==> src/rtl/mii_tx_sched_if.sv <==
// Bundle of source-side and transmitter-side signals around the MII TX scheduler.
// master = the scheduler, slave = frame builders plus MII nibble transmitter.
interface mii_tx_sched_if;
  logic       s0_req;
  logic [7:0] s0_data;
  logic       s0_valid;
  logic       s0_last;
  logic       s0_ready;
  logic       s0_grant;
  logic       s1_req;
  logic [7:0] s1_data;
  logic       s1_valid;
  logic       s1_last;
  logic       s1_ready;
  logic       s1_grant;
  logic       tx_start;
  logic [7:0] tx_data;
  logic       tx_valid;
  logic       tx_ready;
  logic       busy;
  logic       underrun_err;
  logic       oversize_err;

  modport master (
    input  s0_req, s0_data, s0_valid, s0_last,
    input  s1_req, s1_data, s1_valid, s1_last,
    input  tx_ready,
    output s0_ready, s0_grant, s1_ready, s1_grant,
    output tx_start, tx_data, tx_valid, busy, underrun_err, oversize_err
  );

  modport slave (
    output s0_req, s0_data, s0_valid, s0_last,
    output s1_req, s1_data, s1_valid, s1_last,
    output tx_ready,
    input  s0_ready, s0_grant, s1_ready, s1_grant,
    input  tx_start, tx_data, tx_valid, busy, underrun_err, oversize_err
  );
endinterface

==> src/rtl/mii_tx_sched.sv <==
// Round-robin scheduler for the shared MII byte transmitter: grants one of two
// frame sources, prepends preamble/SFD, passes payload through, enforces the IFG.
module mii_tx_sched #(
  parameter int PREAMBLE_LEN = 7,
  parameter int IFG_CYCLES   = 24,
  parameter int MAX_FRAME    = 1518,
  parameter int CNT_W        = 11
) (
  input logic            clk,
  input logic            reset,
  mii_tx_sched_if.master bus
);

  localparam logic [2:0] S_IDLE    = 3'd0;
  localparam logic [2:0] S_START   = 3'd1;
  localparam logic [2:0] S_PRE     = 3'd2;
  localparam logic [2:0] S_SFD     = 3'd3;
  localparam logic [2:0] S_PAYLOAD = 3'd4;
  localparam logic [2:0] S_IFG     = 3'd5;

  logic [2:0]       state_q, state_d;
  logic             sel_q, sel_d;
  logic             last_q, last_d;
  logic             g0_q, g0_d;
  logic             g1_q, g1_d;
  logic [CNT_W-1:0] cnt_q, cnt_d;

  logic             src_valid;
  logic             src_last;
  logic [7:0]       src_data;
  logic             start_c;
  logic [7:0]       data_c;
  logic             valid_c;
  logic             rdy0_c;
  logic             rdy1_c;
  logic             under_c;
  logic             over_c;

  assign src_valid = sel_q ? bus.s1_valid : bus.s0_valid;
  assign src_last  = sel_q ? bus.s1_last  : bus.s0_last;
  assign src_data  = sel_q ? bus.s1_data  : bus.s0_data;

  always_comb begin
    state_d = state_q;
    sel_d   = sel_q;
    last_d  = last_q;
    g0_d    = g0_q;
    g1_d    = g1_q;
    cnt_d   = cnt_q;
    start_c = 1'b0;
    data_c  = '0;
    valid_c = 1'b0;
    rdy0_c  = 1'b0;
    rdy1_c  = 1'b0;
    under_c = 1'b0;
    over_c  = 1'b0;
    case (state_q)
      S_IDLE: begin
        // last_q names the previous winner; on a tie the other source wins
        if (bus.s0_req || bus.s1_req) begin
          sel_d   = (bus.s0_req && bus.s1_req) ? ~last_q : bus.s1_req;
          last_d  = sel_d;
          g0_d    = ~sel_d;
          g1_d    = sel_d;
          state_d = S_START;
        end
      end
      S_START: begin
        start_c = 1'b1;
        cnt_d   = '0;
        state_d = S_PRE;
      end
      S_PRE: begin
        data_c  = 8'h55;
        valid_c = 1'b1;
        if (bus.tx_ready) begin
          if (cnt_q == CNT_W'(PREAMBLE_LEN - 1)) begin
            cnt_d   = '0;
            state_d = S_SFD;
          end else begin
            cnt_d = cnt_q + CNT_W'(1);
          end
        end
      end
      S_SFD: begin
        data_c  = 8'hD5;
        valid_c = 1'b1;
        if (bus.tx_ready) begin
          cnt_d   = '0;
          state_d = S_PAYLOAD;
        end
      end
      S_PAYLOAD: begin
        data_c  = src_data;
        valid_c = src_valid;
        rdy0_c  = ~sel_q & bus.tx_ready & src_valid;
        rdy1_c  = sel_q & bus.tx_ready & src_valid;
        // starvation, final byte and length limit all close the frame the same way
        if (!src_valid || (bus.tx_ready && (src_last || cnt_q == CNT_W'(MAX_FRAME - 1)))) begin
          under_c = ~src_valid;
          over_c  = src_valid & ~src_last;
          g0_d    = 1'b0;
          g1_d    = 1'b0;
          cnt_d   = '0;
          state_d = S_IFG;
        end else if (bus.tx_ready) begin
          cnt_d = cnt_q + CNT_W'(1);
        end
      end
      S_IFG: begin
        if (cnt_q == CNT_W'(IFG_CYCLES - 1)) begin
          cnt_d   = '0;
          state_d = S_IDLE;
        end else begin
          cnt_d = cnt_q + CNT_W'(1);
        end
      end
      default: begin
        state_d = S_IDLE;
        g0_d    = 1'b0;
        g1_d    = 1'b0;
        cnt_d   = '0;
      end
    endcase
  end

  always_ff @(posedge clk) begin
    if (reset) begin
      state_q <= S_IDLE;
      sel_q   <= 1'b0;
      last_q  <= 1'b1;
      g0_q    <= 1'b0;
      g1_q    <= 1'b0;
      cnt_q   <= '0;
    end else begin
      state_q <= state_d;
      sel_q   <= sel_d;
      last_q  <= last_d;
      g0_q    <= g0_d;
      g1_q    <= g1_d;
      cnt_q   <= cnt_d;
    end
  end

  assign bus.tx_start     = start_c;
  assign bus.tx_data      = data_c;
  assign bus.tx_valid     = valid_c;
  assign bus.s0_ready     = rdy0_c;
  assign bus.s1_ready     = rdy1_c;
  assign bus.s0_grant     = g0_q;
  assign bus.s1_grant     = g1_q;
  assign bus.busy         = (state_q != S_IDLE);
  assign bus.underrun_err = under_c;
  assign bus.oversize_err = over_c;

endmodule

==> src/flat_wrapper.sv <==
// flat-port wrapper written by rule: the top's interface ports become plain ports
module mii_tx_sched_flat 
#(
  parameter int PREAMBLE_LEN = 7,
  parameter int IFG_CYCLES   = 24,
  parameter int MAX_FRAME    = 1518,
  parameter int CNT_W        = 11
)
  (clk, reset, bus_s0_req, bus_s0_data, bus_s0_valid, bus_s0_last, bus_s1_req, bus_s1_data, bus_s1_valid, bus_s1_last, bus_tx_ready, bus_s0_ready, bus_s0_grant, bus_s1_ready, bus_s1_grant, bus_tx_start, bus_tx_data, bus_tx_valid, bus_busy, bus_underrun_err, bus_oversize_err);
  mii_tx_sched_if bus_i ();
  input logic clk;
  input logic reset;
  input wire logic [$bits(bus_i.s0_req)-1:0] bus_s0_req;
  input wire logic [$bits(bus_i.s0_data)-1:0] bus_s0_data;
  input wire logic [$bits(bus_i.s0_valid)-1:0] bus_s0_valid;
  input wire logic [$bits(bus_i.s0_last)-1:0] bus_s0_last;
  input wire logic [$bits(bus_i.s1_req)-1:0] bus_s1_req;
  input wire logic [$bits(bus_i.s1_data)-1:0] bus_s1_data;
  input wire logic [$bits(bus_i.s1_valid)-1:0] bus_s1_valid;
  input wire logic [$bits(bus_i.s1_last)-1:0] bus_s1_last;
  input wire logic [$bits(bus_i.tx_ready)-1:0] bus_tx_ready;
  output wire logic [$bits(bus_i.s0_ready)-1:0] bus_s0_ready;
  output wire logic [$bits(bus_i.s0_grant)-1:0] bus_s0_grant;
  output wire logic [$bits(bus_i.s1_ready)-1:0] bus_s1_ready;
  output wire logic [$bits(bus_i.s1_grant)-1:0] bus_s1_grant;
  output wire logic [$bits(bus_i.tx_start)-1:0] bus_tx_start;
  output wire logic [$bits(bus_i.tx_data)-1:0] bus_tx_data;
  output wire logic [$bits(bus_i.tx_valid)-1:0] bus_tx_valid;
  output wire logic [$bits(bus_i.busy)-1:0] bus_busy;
  output wire logic [$bits(bus_i.underrun_err)-1:0] bus_underrun_err;
  output wire logic [$bits(bus_i.oversize_err)-1:0] bus_oversize_err;
  assign bus_i.s0_req = bus_s0_req;
  assign bus_i.s0_data = bus_s0_data;
  assign bus_i.s0_valid = bus_s0_valid;
  assign bus_i.s0_last = bus_s0_last;
  assign bus_i.s1_req = bus_s1_req;
  assign bus_i.s1_data = bus_s1_data;
  assign bus_i.s1_valid = bus_s1_valid;
  assign bus_i.s1_last = bus_s1_last;
  assign bus_i.tx_ready = bus_tx_ready;
  assign bus_s0_ready = bus_i.s0_ready;
  assign bus_s0_grant = bus_i.s0_grant;
  assign bus_s1_ready = bus_i.s1_ready;
  assign bus_s1_grant = bus_i.s1_grant;
  assign bus_tx_start = bus_i.tx_start;
  assign bus_tx_data = bus_i.tx_data;
  assign bus_tx_valid = bus_i.tx_valid;
  assign bus_busy = bus_i.busy;
  assign bus_underrun_err = bus_i.underrun_err;
  assign bus_oversize_err = bus_i.oversize_err;
  mii_tx_sched #(.PREAMBLE_LEN(PREAMBLE_LEN), .IFG_CYCLES(IFG_CYCLES), .MAX_FRAME(MAX_FRAME), .CNT_W(CNT_W)) u_core (.clk(clk), .reset(reset), .bus(bus_i));
endmodule
==> config.mk <==
export PLATFORM = sky130hd
export DESIGN_NAME = mii_tx_sched_flat
export DESIGN_NICKNAME = d
export VERILOG_FILES = /design/src/rtl/mii_tx_sched_if.sv /design/src/rtl/mii_tx_sched.sv /design/src/flat_wrapper.sv
export SDC_FILE = /design/constraint.sdc
export NUM_CORES = 1
export LEC_CHECK = 0
export ABC_AREA = 1
export CELL_PAD_IN_SITES_DETAIL_PLACEMENT = 0
export CELL_PAD_IN_SITES_GLOBAL_PLACEMENT = 2
export CORE_AREA = 3 3 60 104
export CTS_BUF_LIST = sky130_fd_sc_hd__clkbuf_8
export DETAILED_ROUTE_END_ITERATION = 10
export DIE_AREA = 0 0 63 107
export MAX_ROUTING_LAYER = met4
export PLACE_DENSITY_LB_ADDON = 0.1
export RECOVER_POWER = 100
export SYNTH_ARGS = -nofsm -noshare
export SYNTH_HDL_FRONTEND = slang
export SYNTH_SLANG_ARGS = --single-unit
==> constraint.sdc <==
create_clock -name clk -period 3.7 [get_ports clk]
set_input_delay 1.11 -clock clk [delete_from_list [all_inputs] [get_ports clk]]
set_output_delay 1.11 -clock clk [all_outputs]
set_load 0.01 [all_outputs]
==> results of run 1 <==
==> tightest hold or removal path: stages, from the launching register on <==
cell and delay [ns]:
dfxtp_1 0.31, nand2_1 0.06, a21oi_1 0.05
==> sequential cells by signal (all words and copies together) (netlist names) <==
name	flops
u_core.bus.s0_grant	1
u_core.bus.s1_grant	1
u_core.cnt_q	11
u_core.last_q	1
u_core.sel_q	1
u_core.state_q	3
==> synth_stat cells, types with 4 or more instances <==
| cell | instances |
|---|---|
| nor3_1 | 4 |
| dfxtp_1 | 18 |
| o31ai_1 | 5 |
| inv_2 | 4 |
| inv_1 | 30 |
| o21ai_0 | 6 |
| a21oi_1 | 16 |
| nor2_1 | 32 |
| nand2_1 | 59 |
| nand3_1 | 18 |
==> worst min-delay path by stage <==
stage / from / end / slack (ns) / cells after the start
floorplan: u_core.last_q$_SDFFE_PP1P_ / u_core.last_q$_SDFFE_PP1P_ / 0.43 / 2
global placement: u_core.last_q$_SDFFE_PP1P_ / u_core.last_q$_SDFFE_PP1P_ / 0.45 / 2
detailed placement: u_core.cnt_q[10]$_SDFFE_PP0P_ / u_core.cnt_q[10]$_SDFFE_PP0P_ / 0.46 / 2
CTS: u_core.cnt_q[10]$_SDFFE_PP0P_ / u_core.cnt_q[10]$_SDFFE_PP0P_ / 0.47 / 2
global route: u_core.bus.s1_grant$_SDFFE_PP0P_ / u_core.bus.s1_grant$_SDFFE_PP0P_ / 0.49 / 2
finish: u_core.bus.s0_grant$_SDFFE_PP0P_ / u_core.bus.s0_grant$_SDFFE_PP0P_ / 0.46 / 2
==> per-layer routing <==
metal,vias to the layer above,share of wire,track usage
met3,5,0.033,0.01363
li1,820,-,-
met5,-,0,-
met1,705,0.35,0.1326
met4,0,0.015,0.04265
met2,42,0.60,0.3023
==> area by class of cell <==
| cell class | count | area [µm²] |
|---|---|---|
| Timing Repair Buffer | 45 | 435.4 |
| Sequential cell | 18 | 360.3 |
| Multi-Input combinational cell | 171 | 838.3 |
| Inverter | 36 | 135.1 |
| Tap cell | 76 | 95.09 |
| Fill cell | 662 | 3621 |
| Clock buffer | 4 | 55.05 |
==> logic make-up after synthesis <==
logic type,after synthesis
AOI/OAI and AO/OA,33
and+or+nand+nor,132
buffers and inverters,41
xor gates and xnor gates,3
adders and majority gates,3
DFF,18
==> power by group through the flow <==
| stage | Combinational [µW] | Clock [µW] | Sequential [µW] |
|---|---|---|---|
| 2_1_floorplan | 485 | 0 | 260 |
| 3_3_place_gp | 777 | 0 | 273 |
| 3_5_place_dp | 765 | 0 | 272 |
| 4_1_cts | 769 | 174 | 268 |
| 5_1_grt | 766 | 181 | 272 |
| 6_report | 676 | 167 | 267 |
==> what timing repair did <==
item | CTS | global route
gates cloned | 0 | 0
endpoints found under the setup margin | 1 | 1
resized for setup | 1 | 1
==> stage by stage <==
step	total power [µW]	instances	setup TNS, ns	worst slack (ns)
after floorplan	744.4	230	0	0.8737
after global placement	1050	346	-0.06427	-0.06427
after detailed placement	1037	346	-0.06066	-0.06066
after CTS	1211	350	0	0.02494
after global routing	1218	350	0	0.02876
final	1111	350	0	0.09356
==> metrics.cfg, run 1 <==
[outcome]
outcome = finished, final reports clean

[sta]
rsz0062_at_grt = no
finalMaxSlewViolations = 0
timing.final.crit_share = 0.9747
hold_violations = 0
worst_pin_slew_ns = 0.6062
fin_skew_ns = 0.006931
period_minus_slack_ns = 3.606
setup_viol = 0
fmax_ghz = 0.2773
slew_headroom = 0.5943
timing.hold.ws_ns = 0.4622

[floorplan]
pin_count = 42
fp.dieArea_mm2 = 0.006741
start_util = 0.2532
die_y_um = 107
die_w_um = 63
fp.coreArea_mm2 = 0.005540
rows = 36

[worst_setup_path]
path_buf_inv = 3
critPathTopFamily = buffers and inverters
r2r_start = u_core.sel_q$_SDFFE_PP0P_
cp-endpoint = bus_underrun_err
crit_slowest_cell = clkdlybuf4s50_1
setup.worst_path.start = bus_s1_valid
r2r_slack_ns = 1.26
crit_path_frequent_cell = clkdlybuf4s50_1
r2r_end = u_core.cnt_q[10]$_SDFFE_PP0P_
start_kind = primary input
worstPathRequired_ns = 2.59
rr_worst_depth = 7
worstPathArrival_ns = 2.50
cp_max_fo = 2
crit_cells = 6
crit_type = primary input to primary output
cp-end-kind = primary output
critical-path-max-stage-delay_ns = 0.55
path_cells = clkdlybuf4s50_1 -> nand2_1 -> o21ai_2 -> buf_4 -> nor2_1 -> clkdlybuf4s50_1

[final_layout]
diodes = 0
areaGrowthSynthToFinish_pct = 36.84
nets = 303
final_area_mm2 = 0.001919
final_cell_mix = nand2_1, nor2_1, inv_1
post-route-util = 0.3464
final_common_cell = nand2_1
drive_above_1_share = 0.08029

[synthesis]
synth.area.mux_share = 0
synthFlopType = dfxtp_1
yosys.area.top_type_share = 0.2569
yosys.area.top_type = dfxtp_1
synth_top_family_by_area = simple AND/OR/NAND/NOR gates
yosysSeqAreaShare = 0.2569
synth_xor_area_frac = 0.01873
synth_compound_area_frac = 0.1409
ys_types = 29
synthSimpleGateAreaFrac = 0.4389
yosysWarnings = 0
async_reset_ff_frac = 0
syn-num-nets = 258
syn_area_mm2 = 0.001403
synth-edff-count = 0
ys_seq_elements = 18
synth_area_leaders = dfxtp_1, nand2_1, nor2_1
syn_inst = 230
syn_area_per_cell_um2 = 6.098
yosys.area_share.adder = 0.02676

[drt]
drt_iter0_markers = 32
vias = 1572
drc = 0
ant_nets = 0
vias_per_cell = 4.491
wl_per_cell_um = 12.65
detail_route.wirelength_um = 4427
drt_pre_antenna_iters = 4

[global_route]
antenna_found_initial = 0
grt_pass1_vias = 1666
grt_overflow = 0
grt_util_all_layers = 0.1447
grt_max_degree = 16
grt_pass1_wl_um = 7500

[job]
maxCapViolations = 0

[power_and_ir_drop]
p_switching_uw = 533.6
seq_power_share = 0.241
comb_power_share = 0.609
clkPwrFrac = 0.150
leakage_uw = 0.0008088
power.density_mw_per_mm2 = 578.7
max-vdd-ir-drop_v = 0.0002554
intPower_uw = 577.1
switching_share = 0.4804

[placement]
io_buffers = 41
hpwl_um = 3667
place_area_mm2 = 0.001908
gp_congestion = 0.7788

[clock_network]
cts_buffers = 3
cts_buffer_depth = 2
htree_levels = 1
postCtsSetupBuffers = 0
cts_tree = done
cts_num_sinks = 18
ctsHoldBuffers = 0
insertion_delay_ns = 0.26
cts_root_buf = clkbuf_8
path_clk_slew_ns = 0.07

[worst_hold_path]
hold_class = flip-flop to flip-flop

(Power assumes the default switching activity.)
==> run 2, diff against run 1 <==
Settings changed: ABC_CLOCK_PERIOD_IN_PS set to 3550, CORE_AREA 3 3 60 104 to 3 3 62 108, DIE_AREA 0 0 63 107 to 0 0 65 111.
Clock period 3.7 ns to 3.55 ns, I/O delays scaled along.
==> run 2 against run 1 <==
  * Cell count is 0.86% higher
  * Combinational power is 8.7% higher
  * Via count is 1.3% lower
  * Largest power group unchanged
  * Flip-flop and latch count stayed put
  * Sequential power is 4% higher
  * Clock-buffer cell count stayed put
  * Sequential share of layout area is 0.15 points lower
  * Utilization is 1.7 points lower
  * Register-to-register slack worse by 0.31 ns
  * Die area is 7.0% higher
  * Total power is 7.2% higher
==> metrics.cfg, run 2 (same netlist as run 1, synthesis figures left out) <==
[outcome]
outcome = finished, final reports clean

[clock_network]
ctsHoldBuffers = 0  ; unchanged
post_cts_resize_count = 2  ; +1
cts_buffer_depth = 2  ; unchanged
cts_num_sinks = 18  ; unchanged
cts_tree = done
htree_levels = 1  ; unchanged
cts_root_buf = clkbuf_8
path_clk_slew_ns = 0.07  ; about the same
postCtsSetupBuffers = 0  ; unchanged
insertion_delay_ns = 0.26  ; about the same
cts_buffers = 3  ; unchanged

[sta]
setup_viol = 0  ; unchanged
fin_skew_ns = 0.002167  ; -0.004764 ns
fmax_ghz = 0.2896
rsz0062_at_grt = no
period_minus_slack_ns = 3.453
setup_ws_ns = 0.09715  ; +0.003587 ns
timing.final.crit_share = 0.9726
slew_headroom = 0.5698  ; -0.02457
hold_violations = 0  ; unchanged
worst_pin_slew_ns = 0.6435  ; +0.03729 ns
finalMaxSlewViolations = 0  ; unchanged

[global_route]
grt_pass1_wl_um = 7576  ; +1.0%
grt_max_degree = 16  ; unchanged
grt_overflow = 0  ; unchanged
grt_pass1_vias = 1663  ; -0.18%
antenna_found_initial = 0  ; unchanged
grt_util_all_layers = 0.1374  ; -0.007271

[drt]
drt_pre_antenna_iters = 4  ; unchanged
drt_iter0_markers = 61  ; +91%
vias_per_cell = 4.397  ; -2.1%
drc = 0  ; unchanged
vias = 1552  ; -1.3%
ant_nets = 0  ; unchanged
detail_route.wirelength_um = 4441  ; +0.32%
wl_per_cell_um = 12.58  ; -0.54%

[placement]
io_buffers = 41  ; unchanged
gp_congestion = 0.7554  ; -3.0%
hpwl_um = 3688  ; +0.57%
place_ws_ns = -0.09772  ; -0.03706 ns

[worst_setup_path]
start_kind = primary input
worstPathRequired_ns = 2.48  ; -0.11 ns
cp-end-kind = primary output
crit_type = primary input to primary output
worstPathArrival_ns = 2.39  ; -0.11 ns
cp_max_fo = 1  ; -1

[final_layout]
drive_above_1_share = 0.09091  ; +0.01062
nFillCells = 710  ; +7.3%
areaGrowthSynthToFinish_pct = 37.91
seq_area_um2 = 360.3  ; unchanged
diodes = 0  ; unchanged
final_cell_mix = nand2_1, nor2_1, inv_1
multi_input_area_um2 = 848.3  ; +1.2%
nets = 304  ; +0.33%
post-route-util = 0.3290  ; -0.01743
largest-register = u_core.cnt_q
biggestRegsByFlops = u_core.cnt_q (11), u_core.state_q (3)
largest_register_ffs = 11  ; unchanged
final_common_cell = nand2_1

[floorplan]
fp.coreArea_mm2 = 0.005879  ; +6.1%
die_y_um = 111  ; +3.7%
rows = 37  ; +2.8%
start_util = 0.2386  ; -0.01460
die_w_um = 65  ; +3.2%
pin_count = 42  ; unchanged
fp.dieArea_mm2 = 0.007215  ; +7.0%

[worst_hold_path]
hold_class = flip-flop to flip-flop

[power_and_ir_drop]
leakage_uw = 0.0008219  ; +1.6%
max-vdd-ir-drop_v = 0.0002822  ; +10%
power_uw = 1190  ; +7.2%
power.density_mw_per_mm2 = 615.4  ; +6.3%

[job]
maxCapViolations = 0  ; unchanged

-- run 2: cell count changes in the layout (fill, tap and decap cells not counted), sizes merged --
| cell | previous run | this run |
|---|---|---|
| dlygate4sd3 | 15 | 10 |
| clkdlybuf4s50 | 24 | 27 |
| buf | 2 | 3 |
| clkbuf | 6 | 7 |
| clkdlybuf4s25 | 1 | 0 |
| dlygate4sd2 | 1 | 2 |
| dlymetal6s2s | 0 | 1 |
-- run 2: final timing paths --
check                                      from                            end  slack (ns)  cells after the start
setup reg to reg      u_core.sel_q$_SDFFE_PP0P_   u_core.cnt_q[1]$_SDFFE_PP0P_        0.95                      7
hold reg to reg   u_core.cnt_q[10]$_SDFFE_PP0P_  u_core.cnt_q[10]$_SDFFE_PP0P_        0.47                      2
setup / recovery                 bus_s0_data[0]                 bus_tx_data[0]         0.1                      4
hold / removal    u_core.cnt_q[10]$_SDFFE_PP0P_  u_core.cnt_q[10]$_SDFFE_PP0P_        0.47                      2
-- run 2: metrics by stage --
stage / TNS (ns) / instances / hold WS, ns / instance area (µm²)
final: 0 / 353 / 0.4656 / 1934
after global routing: 0 / 353 / 0.4844 / 1934
after floorplan: 0 / 230 / 0.4292 / 1403
after detailed placement: -0.1202 / 349 / 0.4550 / 1918
after global placement: -0.1249 / 349 / 0.4528 / 1918
after CTS: 0 / 353 / 0.4704 / 1971
-- run 2: layout make-up --
type	instances	area share
clock buffers	4	0.02846
inverters	36	0.06986
multi-input cells	171	0.4386
flip-flops and latches	18	0.1863
well taps	78	0.05045
repair buffers	46	0.2264
-- run 2: power by group --
group | internal (µW) | switching [µW] | leakage, µW | total (µW)
combinational | 283 | 452 | 0.000647 | 735
clock | 98.8 | 78.0 | 0.0000288 | 177
sequential | 235 | 43.2 | 0.000146 | 278
total | 617 | 573 | 0.000822 | 1190
-- run 2: critical path, stage by stage --
cell	delay (ns)
clkdlybuf4s50_1	0.45
nor2_1	0.04
o31ai_1	0.24
clkdlybuf4s50_1	0.59
-- run 2: metal layers --
metal | part of all wire | track usage | routed length [µm] | up-vias
met5 | 0 | - | 0 | -
met4 | 0.017 | 0.05085 | 74 | 0
met3 | 0.032 | 0.01318 | 143 | 6
met2 | 0.59 | 0.2729 | 2637 | 38
met1 | 0.36 | 0.1286 | 1585 | 690
li1 | - | - | - | 818
==> run 3, diff against run 2 <==
Settings changed: ABC_CLOCK_PERIOD_IN_PS 3550 to 4000, CORE_AREA 3 3 62 108 to 3 3 60 104, DIE_AREA 0 0 65 111 to 0 0 63 107.
Clock period 3.55 ns to 4 ns, I/O delays scaled along.
==> run 3 against run 2 <==
  * Sequential share of layout area is 0.097 points higher
  * Register-to-register slack gained 0.55 ns
  * Design area is 0.52% lower
  * Via count is 0.13% lower
  * Die area is 6.6% lower
  * First-iteration DRC count is 49% lower
  * Sequential power down 11%
  * Wire length up 0.63%
  * Global-route usage grew 0.84 points
  * Clock-buffer cell count unchanged
  * Critical path type unchanged
  * Highest routed layer unchanged
==> metrics.cfg, run 3 (same netlist as run 1, synthesis figures left out) <==
[drt]
drt_pre_antenna_iters = 4  ; unchanged
detail_route.wirelength_um = 4469  ; +0.63%
ant_nets = 0  ; unchanged
drc = 0  ; unchanged
drt_iter0_markers = 31  ; -49%
wl_per_cell_um = 12.81  ; +1.8%
vias_per_cell = 4.441  ; +1.0%
vias = 1550  ; -0.13%

[final_layout]
multi_input_area_um2 = 852.1  ; +0.44%
nFillCells = 654  ; -7.9%
drive_above_1_share = 0.08791  ; -0.002997
seq_area_um2 = 360.3  ; unchanged
diodes = 0  ; unchanged
final_cell_mix = nand2_1, nor2_1, inv_1
nets = 302  ; -0.66%
final_common_cell = nand2_1
biggestRegsByFlops = u_core.cnt_q (11), u_core.state_q (3)
largest-register = u_core.cnt_q
largest_register_ffs = 11  ; unchanged
areaGrowthSynthToFinish_pct = 37.20

[clock_network]
htree_levels = 1  ; unchanged
insertion_delay_ns = 0.26  ; about the same
cts_buffers = 3  ; unchanged
cts_num_sinks = 18  ; unchanged
cts_buffer_depth = 2  ; unchanged
ctsHoldBuffers = 0  ; unchanged
path_clk_slew_ns = 0.07  ; about the same
cts_root_buf = clkbuf_8
cts_tree = done
postCtsSetupBuffers = 0  ; unchanged

[worst_hold_path]
hold_class = flip-flop to flip-flop
whs_endpoint = u_core.bus.s0_grant$_SDFFE_PP0P_
hp-start = u_core.bus.s0_grant$_SDFFE_PP0P_
hold_path_depth = 2  ; unchanged

[sta]
period_minus_slack_ns = 3.874
slew_headroom = 0.5761  ; +0.006302
fmax_ghz = 0.2582
rsz0062_at_grt = no
finalMaxSlewViolations = 0  ; unchanged
hold_violations = 0  ; unchanged
worst_pin_slew_ns = 0.6335  ; -0.009990 ns
fin_skew_ns = 0.008637  ; +0.006470 ns
finalSetupTns_ns = 0  ; unchanged
timing.final.crit_share = 0.9684
setup_viol = 0  ; unchanged

[floorplan]
fp.dieArea_mm2 = 0.006741  ; -6.6%
die_w_um = 63  ; -3.1%
die_y_um = 107  ; -3.6%
rows = 36  ; -2.7%
start_util = 0.2532  ; +0.01460
pin_count = 42  ; unchanged
fp.coreArea_mm2 = 0.005540  ; -5.8%

[global_route]
grt_pass1_vias = 1673  ; +0.60%
grt_max_degree = 16  ; unchanged
grt_util_all_layers = 0.1458  ; +0.008361
grt_overflow = 0  ; unchanged
grt_pass1_wl_um = 7472  ; -1.4%
antenna_found_initial = 0  ; unchanged

[worst_setup_path]
cp_max_fo = 5  ; +4
worstPathArrival_ns = 2.67  ; +0.28 ns
r2r_start = u_core.sel_q$_SDFFE_PP0P_
r2r_end = u_core.cnt_q[3]$_SDFFE_PP0P_
crit_type = primary input to primary output
r2r_slack_ns = 1.50  ; +0.55 ns
crit_slowest_cell = dlygate4sd3_1
worstPathRequired_ns = 2.80  ; +0.32 ns
start_kind = primary input
critical-path-max-stage-delay_ns = 0.63  ; +0.04 ns
rr_worst_depth = 7  ; unchanged
cp-end-kind = primary output
path_cells = clkdlybuf4s50_1 -> inv_1 -> nor3_1 -> dlygate4sd3_1

[placement]
hpwl_um = 3718  ; +0.81%
io_buffers = 41  ; unchanged
gp_congestion = 0.7570  ; +0.21%

[outcome]
outcome = finished, final reports clean

[power_and_ir_drop]
power_uw = 1046  ; -12%
leakage_uw = 0.0008078  ; -1.7%
power.density_mw_per_mm2 = 543.6  ; -12%
max-vdd-ir-drop_v = 0.0002250  ; -20%

[job]
maxCapViolations = 0  ; unchanged

==> run 3: cell count changes in the layout (fill, tap and decap cells not counted), sizes merged <==
cell,before,now
clkbuf,7,6
buf,3,2
dlymetal6s2s,1,0
dlygate4sd2,2,0
clkdlybuf4s50,27,24
dlygate4sd3,10,16
==> run 3: per-layer routing <==
metal | vias to the layer above | global-route usage | wire [µm]
met5 | - | - | 0
met3 | 4 | 0.01363 | 128
met2 | 39 | 0.3137 | 2692
met1 | 694 | 0.1260 | 1598
met4 | 0 | 0.04265 | 49
li1 | 813 | - | -
==> run 3: final cells by class <==
cell class,instances,share of cell area
clock buffers,4,0.02861
repair buffers,44,0.2217
multi-input cells,171,0.4428
well taps,76,0.04941
inverters,36,0.07022
flip-flops and latches,18,0.1873
==> run 3: report_power, final <==
group | switching (µW) | internal, µW | total (µW)
Combinational | 400 | 247 | 647
Clock | 64.9 | 87.5 | 152
Sequential | 38.4 | 209 | 247
==> run 3: critical path, delay by kind of cell <==
family                 cells  cell delay, ns
buffers and inverters      3            1.26
and+or+nand+nor            1            0.21
==> run 3: stage by stage <==
step / instance area [µm²] / hold WS, ns / setup slack (ns) / util / instances
after floorplan: 1403 / 0.4292 / 0.9937 / - / 230
after global placement: 1901 / 0.4446 / 0.05623 / 0.3430 / 345
after detailed placement: 1901 / 0.4584 / 0.09386 / 0.3430 / 345
after CTS: 1956 / 0.4692 / 0.07440 / 0.3530 / 349
after global routing: 1924 / 0.4851 / 0.01085 / 0.3473 / 349
final: 1924 / 0.4595 / 0.1265 / 0.3473 / 349
==> run 3: what timing repair did <==
action	in CTS	in global routing
endpoints found under the setup margin	0	1
endpoints found under the hold margin	0	0
gates resized for setup	0	1
==> run 3: worst max path at each step <==
stage	slack, ns	start	to
floorplan	0.99	bus_s0_valid	bus_oversize_err
global placement	0.06	bus_s0_last	bus_oversize_err
detailed placement	0.09	bus_s0_last	bus_oversize_err
CTS	0.07	bus_s0_last	bus_oversize_err
global route	0.01	bus_tx_ready	bus_s0_ready
finish	0.13	bus_tx_ready	bus_s1_ready
